## src/rtl/zbb_bitcount_ctrl.sv

```systemverilog
// zbb_bitcount_ctrl: sequencer for the Zbb bit-count ops (clz, ctz, cpop).
//   CLZ and CTZ share one leading-zero encoder. CTZ feeds it the bit-reversed operand.
//   CPOP accumulates CHUNK_W bits per cycle and stops once the remaining bits are all zero.
// Ports:
//   clk, rst        clock, asynchronous active-high reset
//   flush           synchronous flush, drops any op in flight
//   in_valid/ready  request handshake; in_op (00 clz, 01 ctz, 10 cpop, 11 reserved)
//   in_operand      rs1 value
//   out_valid/ready result handshake; out_result is the zero-extended count
//   busy            controller is not idle
module zbb_bitcount_ctrl #(
  parameter int unsigned CHUNK_W = 8
) (
  input  logic        clk,
  input  logic        rst,
  input  logic        flush,
  input  logic        in_valid,
  output logic        in_ready,
  input  logic [1:0]  in_op,
  input  logic [31:0] in_operand,
  output logic        out_valid,
  input  logic        out_ready,
  output logic [31:0] out_result,
  output logic        busy
);

  localparam logic [1:0] OpClz  = 2'b00;
  localparam logic [1:0] OpCtz  = 2'b01;
  localparam logic [1:0] OpCpop = 2'b10;

  typedef enum logic [1:0] {StIdle, StCalc, StAcc, StDone} state_e;

  state_e      state_q, state_d;
  logic [1:0]  op_q, op_d;
  logic [31:0] opnd_q, opnd_d;   // operand; doubles as the remaining bits during CPOP
  logic [5:0]  acc_q, acc_d;
  logic [31:0] result_q, result_d;

  logic [31:0] operand_rev;
  logic [5:0]  clz_count;
  logic [5:0]  chunk_pop;

  // Leading-zero encoder shared by CLZ and CTZ; returns 32 for a zero operand.
  function automatic logic [5:0] clz_encoder(input logic [31:0] v);
    logic [5:0] n;
    logic       found;
    n     = 6'd32;
    found = 1'b0;
    for (int i = 31; i >= 0; i--) begin
      if (!found && v[i]) begin
        n     = 6'(31 - i);
        found = 1'b1;
      end
    end
    return n;
  endfunction

  always_comb begin
    operand_rev = '0;
    for (int i = 0; i < 32; i++) begin
      operand_rev[i] = in_operand[31-i];
    end
  end

  always_comb begin
    chunk_pop = '0;
    for (int i = 0; i < int'(CHUNK_W); i++) begin
      chunk_pop = chunk_pop + 6'(opnd_q[i]);
    end
  end

  assign clz_count = clz_encoder(opnd_q);

  always_comb begin
    state_d  = state_q;
    op_d     = op_q;
    opnd_d   = opnd_q;
    acc_d    = acc_q;
    result_d = result_q;
    if (flush) begin
      // Flush wins over every handshake; out_result keeps its last value.
      state_d = StIdle;
    end else begin
      unique case (state_q)
        StIdle: begin
          if (in_valid) begin
            op_d   = in_op;
            opnd_d = (in_op == OpCtz) ? operand_rev : in_operand;
            if (in_op == OpCpop) begin
              acc_d   = '0;
              state_d = StAcc;
            end else begin
              state_d = StCalc;
            end
          end
        end
        StCalc: begin
          result_d = (op_q == OpClz || op_q == OpCtz) ? {26'b0, clz_count} : '0;
          state_d  = StDone;
        end
        StAcc: begin
          acc_d  = acc_q + chunk_pop;
          opnd_d = opnd_q >> CHUNK_W;
          // Early exit once no set bits remain above this chunk.
          if (opnd_d == '0) begin
            result_d = {26'b0, acc_d};
            state_d  = StDone;
          end
        end
        StDone: begin
          if (out_ready) begin
            state_d = StIdle;
          end
        end
        default: state_d = StIdle;
      endcase
    end
  end

  always_ff @(posedge clk or posedge rst) begin
    if (rst) begin
      state_q  <= StIdle;
      op_q     <= '0;
      opnd_q   <= '0;
      acc_q    <= '0;
      result_q <= '0;
    end else begin
      state_q  <= state_d;
      op_q     <= op_d;
      opnd_q   <= opnd_d;
      acc_q    <= acc_d;
      result_q <= result_d;
    end
  end

  assign in_ready   = (state_q == StIdle);
  assign out_valid  = (state_q == StDone);
  assign busy       = (state_q != StIdle);
  assign out_result = result_q;

endmodule

```

## config.mk

```make
export PLATFORM = sky130hd
export DESIGN_NAME = zbb_bitcount_ctrl
export DESIGN_NICKNAME = d
export VERILOG_FILES = /design/src/rtl/zbb_bitcount_ctrl.sv
export SDC_FILE = /design/constraint.sdc
export NUM_CORES = 1
export LEC_CHECK = 0
export CORE_AREA = 5 5 97 90
export DETAILED_ROUTE_END_ITERATION = 10
export DIE_AREA = 0 0 102 95
export PLACE_DENSITY_LB_ADDON = 0.25
export REMOVE_ABC_BUFFERS = 1
export SLEW_MARGIN = 20
export SYNTH_ARGS = -nofsm -noshare
export SYNTH_HDL_FRONTEND = slang
export SYNTH_SLANG_ARGS = --single-unit
```

## constraint.sdc

```tcl
create_clock -name clk -period 3.55 [get_ports clk]
set_clock_uncertainty 0.2 [all_clocks]
set_input_delay 0.355 -clock clk [delete_from_list [all_inputs] [get_ports clk]]
set_output_delay 0.355 -clock clk [all_outputs]
set_load 0.02 [all_outputs]
```

### After elaboration in Yosys (flattened, before gate mapping)

Cells that the tools add are included.

* magnitude comparators: 0
* shift operators: 0
* add/subtract/negate cells: 8
* multipliers: 0
* bitwise gates (word level): 1
* muxes and demuxes: 78
* reduce and logical (&&, ||, !) cells: 74
* div/mod/pow operators: 0
* eq/ne operators: 12

Operator list (number)
* 6-bit 2-to-1 mux: 35
* 32-bit one-hot mux with 2 select lines: 2
* 32-bit 2-to-1 mux: 3
* 32-bit logical NOT: 1
* 1-bit logical AND: 31
* 1-bit logical NOT: 31
* 1-bit 2-to-1 mux: 31
* 6-bit by 1-bit adder with 6-bit output: 2
* 6-bit one-hot mux with 2 select lines: 1
* 3-bit AND reduction: 4
* 2-bit 2-to-1 mux: 5
* 2-bit one-hot mux with 4 select lines: 1
* 5-bit by 1-bit adder with 6-bit output: 1
* 6-bit adder: 1
* 2-bit by 1-bit == test with 1-bit output (second input constant): 3
* 2-bit == test (second input constant): 3
* 3-bit inequality test (second input constant): 2
* 2-bit nonzero test: 3
* 4-bit by 1-bit adder with 5-bit output: 1
* 3-bit by 1-bit adder with 4-bit output: 1
* 2-bit logical NOT: 2
* 2-bit inequality test (second input constant): 2
* 4-bit AND reduction: 1
* 2-bit by 1-bit adder with 3-bit output: 1
* other kinds (5): 5

* bits in writable memories: 0
* output and inout port bits: 35
* logic and storage cells: 178
* bits in registers: 74
* bits in latches: 0
* memories kept: 0
* ROM bits: 0
* input port bits: 39

### Longest topological paths before layout

Gate-level depths: netlist of run 1.

* word-level depth: 96
* depth in mapped cells: 12

### Worst setup path before layout of run 1

No wires, ideal clock.

* path kind: reg-to-reg
* from: reg opnd_q[0]
* to: reg result_q[4], in the netlist out_result[4]
* arrival: 3.319 ns
* period minus slack after synthesis: 3.649 ns
* cell stages (with the launch flop): 12
* slack: -0.099 ns
* library setup time: 0.130 ns
* buffers on the path: 0
* cell sequence: dfrtp_1 fa_1 inv_1 fa_1 fa_1 fa_1 fa_1 nor2b_1 o21a_1 o21ai_0 a41oi_1 o21ai_0

* cells in the longest elaborated chain, start to end: 10

Ends and longest elaborated chain
* from (decl): line 35 `logic [31:0] opnd_q, opnd_d;`
* from (signal assigned): line 130 `opnd_q <= opnd_d;`
* 1-bit by 1-bit adder with 2-bit output: line 68 `chunk_pop = chunk_pop + 6'(opnd_q[i]);`
* 2-bit by 1-bit adder with 3-bit output: line 68
* 3-bit by 1-bit adder with 4-bit output: line 68
* 4-bit by 1-bit adder with 5-bit output: line 68
* 5-bit by 1-bit adder with 6-bit output: line 68
* 6-bit by 1-bit adder with 6-bit output (2 in a row): line 68
* 6-bit adder: line 102 `acc_d = acc_q + chunk_pop;`
* 32-bit 2-to-1 mux: line 105 `if (opnd_d == '0) begin`
* 32-bit one-hot mux with 2 select lines (*): line 84 `unique case (state_q)`
* to (signal assigned): line 132 `result_q <= result_d;`
* to (decl): line 37 `logic [31:0] result_q, result_d;`

Every way passes the cells marked *; elsewhere a longest branch is shown, timed or not. The select of a mux whose other input is x is not followed.
A chain may end at the register's enable or synchronous reset.

### Final worst setup path of run 1

Same ends and word-level chain as after synthesis.

==> key figures, run 1 <==
Clocking
  – CTS clk-pin slew, worst paths: roughly 0.090 ns
  – Clock sinks: 47
  – Maximum clock path buffer count: 2
  – H-tree depth reported by CTS: 2
  – CTS Root Cell: clkbuf_8
  – CTS tree: built
  – Num CTS Buffers: 5
  – Clock latency on the worst-skew pair: 0.30 ns

Setup path
  – Worst path arrival time: 3.65 ns
  – CP Buf/Inv Count: 1
  – Family with the most delay on the worst path: adder cells
  – R2r setup slk: -0.11 ns
  – CP startpoint kind: flop
  – Critical path data required time: between 3 and 4 ns
  – WS Path Type: flop to flop
  – R2R Path Start: opnd_q[0]$_DFFE_PP0P_
  – Worst Reg-to-Reg Cells: 11
  – Critical Path Max Stage Delay: between 0.5 and 0.6 ns
  – Crit path max-delay cell type: fa_1
  – Endpoint class of the critical path: flop
  – CP Max Fanout: 2
  – Worst path cell trace: fa_1 -> inv_1 -> fa_1 -> fa_1 -> fa_2 -> fa_2 -> nor2b_2 -> o21a_1 -> o21ai_2 -> a41oi_2 -> o21ai_1
  – Most common cell on crit path: fa_1
  – Crit Reg-Reg Endpoint: out_result[4]$_DFFE_PP0P_

Synth
  – Syn Std Cell Area: roughly 3400 µm²
  – Asr flop ratio synth: 100%
  – EDFF count, synth: 0
  – Sequential element share of the synthesized area: between 30% and 40%
  – Synth top area share: about a third
  – FF+latch count, synth: 47
  – Synth warn: 0
  – Primary FF master, synth: dfrtp_1
  – Synth cell types: 61
  – Average size of a mapped cell: 7.89 µm²
  – Synth Instances: between 400 and 500
  – Synth top area cells: dfrtp_1 34%, nand2_1 10%, a21oi_1 8.6%, buf_4 5.7%, o21ai_0 4.9%
  – Leading area contributor after synthesis: dfrtp_1

Power
  – Worst-case vdd ir drop: around 0.29 mV
  – Total power: around 0.0033 W
  – P_leak: about 1.8 nW
  – Power per Cell Area: 814 nW/µm²

Run status
  – Status: finished with violations
  – Violated checks: negative setup slack

Detailed routing
  – Initial drt markers: 201
  – Routed WL: between 8 and 9 mm
  – Drt pass-1 iters: 5
  – Vias: 3,147
  – ANT nets after route: 0
  – Via-per-instance ratio: ~5.5
  – DRC errors left: 0
  – WL per Instance: between 15 and 20 µm

Floorplan
  – Core ar.: 7720 µm²
  – Die W: slightly above 100 µm
  – Height of the chip: 95 µm
  – # IOs: 74
  – Die ar.: 9690 µm²
  – Starting density of the core: 44.6%
  – Num rows: 31

Cells and area
  – Nets: 532
  – Core Util, Final: 52.6%
  – Most frequent cells in the layout: 93 x nand2_1, 59 x a21oi_1, 47 x dfrtp_1, 47 x clkdlybuf4s50_1, 32 x o21ai_0
  – Leading cell type in the layout, fill and taps excluded: nand2_1
  – Fillers: 770
  – Fraction of layout cells with a size suffix above 1: under 10%
  – Multi-input logic area: just over 2000 µm²
  – Ant. Diodes: 0
  – Area growth syn-to-layout: 18.0%
  – Sequential Area: ~1200 µm²

STA
  – Worst-Margin Slew: between 0.7 and 0.8 ns
  – Final Max Tran Viols: 0
  – Final setup fails: 4
  – RSZ-0062 raised after global routing: true
  – Final min period: about 3.7 ns
  – Hold Fails Final Rpt: 0
  – Slew HR: roughly 47%
  – Part of the cycle the worst path needs: 103%
  – Final worst slack: -0.108 ns
  – Fin Setup TNS: -0.302 ns
  – Fmax: between 200 and 300 MHz

Global routing
  – GRT Total Usage: just under 20%
  – Aggregate global routing overflow: 0
  – First-pass GRT wire length: between 10 and 15 mm
  – Vias in the first global route: 3,066
  – Largest net degree at the start of global routing: between 50 and 60
  – Initial antenna violation count: 0

Flow run
  – # Max-Cap Violations: 0

Worst hold path
  – Min-Delay Path Class: input pin to asynchronous set/reset pin

Placement
  – HPWL after detailed placement: 6.69 mm
  – Port Buffer Count: 47
  – Final GP Congestion: roughly 0.9
report_power, final:
| group | internal [W] | total, W | switching, W |
|---|---|---|---|
| Sequential | 0.000757 | 0.00107 | 0.000315 |
| Combinational | 0.000930 | 0.00190 | 0.000974 |
| Clock | 0.000153 | 0.000329 | 0.000176 |
cell usage after synthesis, types with 3 or more instances:
cell / number
ha_1: 10
nand2_1: 93
o21ai_0: 34
nand3_1: 5
a21oi_1: 59
dfrtp_1: 47
nand3b_1: 3
a221o_1: 3
o21ai_1: 6
nor4_2: 3
buf_4: 26
nor2b_1: 6
nor4_1: 4
nor3_1: 5
o31ai_1: 3
clkbuf_1: 18
a31oi_1: 3
mux2i_1: 8
fa_1: 5
o21a_1: 3
nand2b_1: 5
nor2_1: 19
inv_1: 19
per-layer routing:
metal | up-vias | wire [µm] | track usage (%)
met2 | 110 | 4110 | 31.0
met3 | 11 | 575 | 4.43
li1 | 1548 | - | -
met4 | 0 | 125 | 5.57
met1 | 1478 | 4000 | 26.6
met5 | - | 0 | 0
sequential cells by signal, summed over array words and instances, names as in the netlist:
signal,flops
op_q,1
state_q,2
acc_q,6
out_result,6
opnd_q,32
logic make-up (layout without fill, tap and decap cells):
kind of cell | after synthesis | count (layout) | share of synthesized area (%)
simple gates | 162 | 162 | 22.8
compound gates | 131 | 131 | 22.2
buf+inv | 67 | 84 | 10.4
flops | 47 | 47 | 34.2
fa+ha+maj | 15 | 15 | 6.55
mux | 11 | 11 | 3.31
xor+xnor | 2 | 2 | 0.509
other cells | 1 | 26 | 0.109
area by class of cell:
type | instances | area share, %
Clock inverter | 1 | 0.123
Multi-Input combinational cell | 347 | 50.5
Clock buffer | 6 | 2.03
Inverter | 20 | 1.88
Sequential cell | 47 | 29.0
Tap cell | 99 | 3.05
Timing Repair Buffer | 57 | 13.4
through the flow:
stage          worst slack (ns)  hold slack (ns)  instance area (µm²)  std cells
6_report                 -0.108            0.287                 4060        577
3_5_place_dp             -0.232            0.273                 3920        569
4_1_cts                  -0.164            0.293                 4060        577
3_3_place_gp             -0.142            0.261                 3920        569
2_1_floorplan            -0.119            0.245                 3250        414
5_1_grt                  -0.250            0.330                 4060        577
worst max path at each step:
stage	cells past startpoint	end	slack (ns)	from
CTS	11	out_result[4]$_DFFE_PP0P_	-0.16	opnd_q[0]$_DFFE_PP0P_
detailed placement	11	out_result[4]$_DFFE_PP0P_	-0.23	opnd_q[0]$_DFFE_PP0P_
floorplan	11	out_result[4]$_DFFE_PP0P_	-0.12	opnd_q[0]$_DFFE_PP0P_
finish	11	out_result[4]$_DFFE_PP0P_	-0.11	opnd_q[0]$_DFFE_PP0P_
global placement	11	out_result[4]$_DFFE_PP0P_	-0.14	opnd_q[0]$_DFFE_PP0P_
global route	11	out_result[4]$_DFFE_PP0P_	-0.25	opnd_q[0]$_DFFE_PP0P_
what timing repair did:
action	in CTS	in global routing
cloned	0	0
resized for setup	11	1
endpoints found under the setup margin	5	10
hold buffers	0	0
buffers inserted	1	0
endpoints found under the hold margin	0	0
pin swaps	8	4
Power figures use the tool's default switching activity.
==> inputs of run 2 (changes only) <==
- REMOVE_ABC_BUFFERS: 1 -> default
==> run 2 against run 1 <==
Compared with the run above:
- the flow still finishes with violations (negative setup slack)
- count of clock-buffer cells in the layout fell by 1
- routed wire length down 0.64%
- die area unchanged
- critical path type unchanged
- largest cell class unchanged
==> key figures, run 2 (synthesized netlist as in run 1, its figures left out) <==
Global routing
  – Aggregate global routing overflow: 0 (unchanged)
  – Largest net degree at the start of global routing: 57 (unchanged)
  – GRT Total Usage: 18.8% (was 19.5%)
  – Initial antenna violation count: 0 (unchanged)
  – Vias in the first global route: 2,977 (was 3,066)
  – First-pass GRT wire length: 14.5 mm (was 14.9 mm)

Power
  – Total power: 0.00333 W (was 0.00330 W)
  – P_leak: 1.79 nW (was 1.80 nW)
  – Power per Cell Area: 821 nW/µm² (was 814 nW/µm²)
  – Worst-case vdd ir drop: 0.443 mV (was 0.286 mV)

Clocking
  – Num CTS Buffers: 5 (unchanged)
  – CTS clk-pin slew, worst paths: 0.09 ns (about the same)
  – Clock sinks: 47 (unchanged)
  – CTS tree: built (unchanged)
  – Clock latency on the worst-skew pair: 0.31 ns (was 0.30 ns)
  – CTS Root Cell: clkbuf_8 (unchanged)
  – H-tree depth reported by CTS: 2 (unchanged)
  – Maximum clock path buffer count: 2 (unchanged)
  – Hold_buf cts: 0 (unchanged)

Setup path
  – Critical Path Max Stage Delay: 0.53 ns (was 0.54 ns)
  – Most common cell on crit path: fa_1 (unchanged)
  – WS Path Type: flop to flop (unchanged)
  – Crit path max-delay cell type: fa_1 (unchanged)
  – Worst path cell trace: fa_1 -> inv_1 -> fa_1 -> fa_1 -> fa_2 -> fa_2 -> buf_4 -> buf_6 -> xnor2_2 -> a221o_1 (was fa_1 -> inv_1 -> fa_1 -> fa_1 -> fa_2 -> fa_2 -> nor2b_2 -> o21a_1 -> o21ai_2 -> a41oi_2 -> o21ai_1)
  – CP Max Fanout: 2 (unchanged)
  – Endpoint class of the critical path: flop (unchanged)
  – Critical path data required time: 3.54 ns (about the same)
  – Worst path arrival time: 3.66 ns (was 3.65 ns)
  – CP startpoint kind: flop (unchanged)

Detailed routing
  – Initial drt markers: 161 (was 201)
  – Met3 WL: 576 µm (was 575 µm)
  – ANT nets after route: 0 (unchanged)
  – DRC errors left: 0 (unchanged)
  – Met2 WL: 3.99 mm (was 4.11 mm)
  – Drt pass-1 iters: 5 (unchanged)
  – Vias: 3,120 (was 3,147)
  – WL per Instance: 15.2 µm (was 15.3 µm)
  – Top Layer Used: met4 (unchanged)
  – Post-Route M1 WL: 3.98 mm (was 4.00 mm)
  – Routed WL: 8.75 mm (was 8.80 mm)
  – Via-per-instance ratio: 5.42 (was 5.45)

Worst hold path
  – Min-Delay Path Class: flop to flop (was input pin to asynchronous set/reset pin)

Floorplan
  – Num rows: 31 (unchanged)
  – Die W: 102 µm (unchanged)
  – # IOs: 74 (unchanged)
  – Core ar.: 7720 µm² (unchanged)
  – Die ar.: 9690 µm² (unchanged)
  – Height of the chip: 95 µm (unchanged)
  – Starting density of the core: 44.6% (unchanged)

STA
  – Final setup fails: 4 (unchanged)
  – Final Max Tran Viols: 0 (unchanged)
  – Slew HR: 45.0% (was 47.1%)
  – RSZ-0062 raised after global routing: true (unchanged)
  – Worst-Margin Slew: 0.824 ns (was 0.793 ns)
  – Hold Fails Final Rpt: 0 (unchanged)
  – Fmax: 272 MHz (was 273 MHz)
  – Final min period: 3.68 ns (was 3.66 ns)
  – Part of the cycle the worst path needs: 104% (was 103%)
  – Final worst slack: -0.126 ns (was -0.108 ns)
  – Fin Setup TNS: -0.346 ns (was -0.302 ns)

Run status
  – Status: finished with violations (unchanged)
  – Violated checks: negative setup slack (unchanged)

Placement
  – Port Buffer Count: 47 (unchanged)
  – Final GP Congestion: 0.880 (was 0.892)
  – HPWL after detailed placement: 6.68 mm (was 6.69 mm)

Cells and area
  – Area growth syn-to-layout: 17.7% (was 18.0%)
  – Max reg flops: 32 (unchanged)
  – Ant. Diodes: 0 (unchanged)
  – Fraction of layout cells with a size suffix above 1: 7.55% (was 8.79%)
  – Largest Register: opnd_q (unchanged)
  – Nets: 531 (was 532)
  – Most frequent cells in the layout: 93 x nand2_1, 59 x a21oi_1, 47 x dfrtp_1, 47 x clkdlybuf4s50_1, 31 x o21ai_0 (was 93 x nand2_1, 59 x a21oi_1, 47 x dfrtp_1, 47 x clkdlybuf4s50_1, 32 x o21ai_0)
  – Leading cell type in the layout, fill and taps excluded: nand2_1 (unchanged)

Flow run
  – # Max-Cap Violations: 0 (unchanged)
## run 2: changes by cell type in the layout (fill, tap and decap cells not counted), sizes merged
cell and change:
buf -1, bufinv +1, clkbuf -1, clkinv -1, clkinvlp +1
## run 2: routing by layer
metal / vias up / track usage [%]
met5: - / 0
met4: 0 / 6.23
met3: 19 / 3.84
met2: 106 / 28.7
met1: 1448 / 26.6
li1: 1547 / -
## run 2: what timing repair did
action	in CTS	in global routing
buffers inserted	0	1
pin swaps	0	2
gates resized for setup	2	4
endpoints found under the setup margin	4	7
## run 2: worst paths after layout
| check | from | end | slack [ns] | cells past startpoint |
|---|---|---|---|---|
| setup / recovery | opnd_q[0]$_DFFE_PP0P_ | out_result[2]$_DFFE_PP0P_ | -0.13 | 10 |
| hold / removal | acc_q[1]$_DFFE_PP0P_ | acc_q[1]$_DFFE_PP0P_ | 0.28 | 2 |
| setup reg to reg | opnd_q[0]$_DFFE_PP0P_ | out_result[2]$_DFFE_PP0P_ | -0.13 | 10 |
| hold reg to reg | acc_q[1]$_DFFE_PP0P_ | acc_q[1]$_DFFE_PP0P_ | 0.28 | 2 |
| max in group asynchronous | rst | opnd_q[2]$_DFFE_PP0P_ | 2.36 | 2 |
| min in group asynchronous | rst | state_q[0]$_DFFE_PP0P_ | 0.30 | 2 |
## run 2: final cells by class
class                   count  area [µm²]
flip-flops and latches     47        1180
clock buffers               5        68.8
clock inverters             2        37.5
well taps                  99         124
repair buffers             56         542
fillers                   736        3670
inverters                  20        76.3
multi-input cells         347        2030
## run 2: power by group
group,internal [W],switching [W],total (W)
Clock,0.000206,0.000187,0.000393
Combinational,0.000913,0.000965,0.00188
Sequential,0.000757,0.000299,0.00106
Total,0.00188,0.00145,0.00333
## run 2: critical path: cells and delay by family, from the launching register on
family,cells,cell delay [ns]
XOR/XNOR,1,0.13
adder cells (fa/ha/maj),5,2.23
AO/OA/AOI/OAI,1,0.29
flip-flops,1,0.41
buffers and inverters,3,0.31
## run 2: through the flow
step	std cells	util, %	instance area (µm²)	hold slack (ns)	setup WS, ns
floorplan	461	-	3540	0.245	0.00182
global placement	568	50.7	3920	0.262	-0.0373
detailed placement	568	50.7	3920	0.271	-0.105
CTS	575	52.1	4020	0.290	-0.107
global route	576	52.5	4050	0.317	-0.259
finish	576	52.5	4050	0.284	-0.126
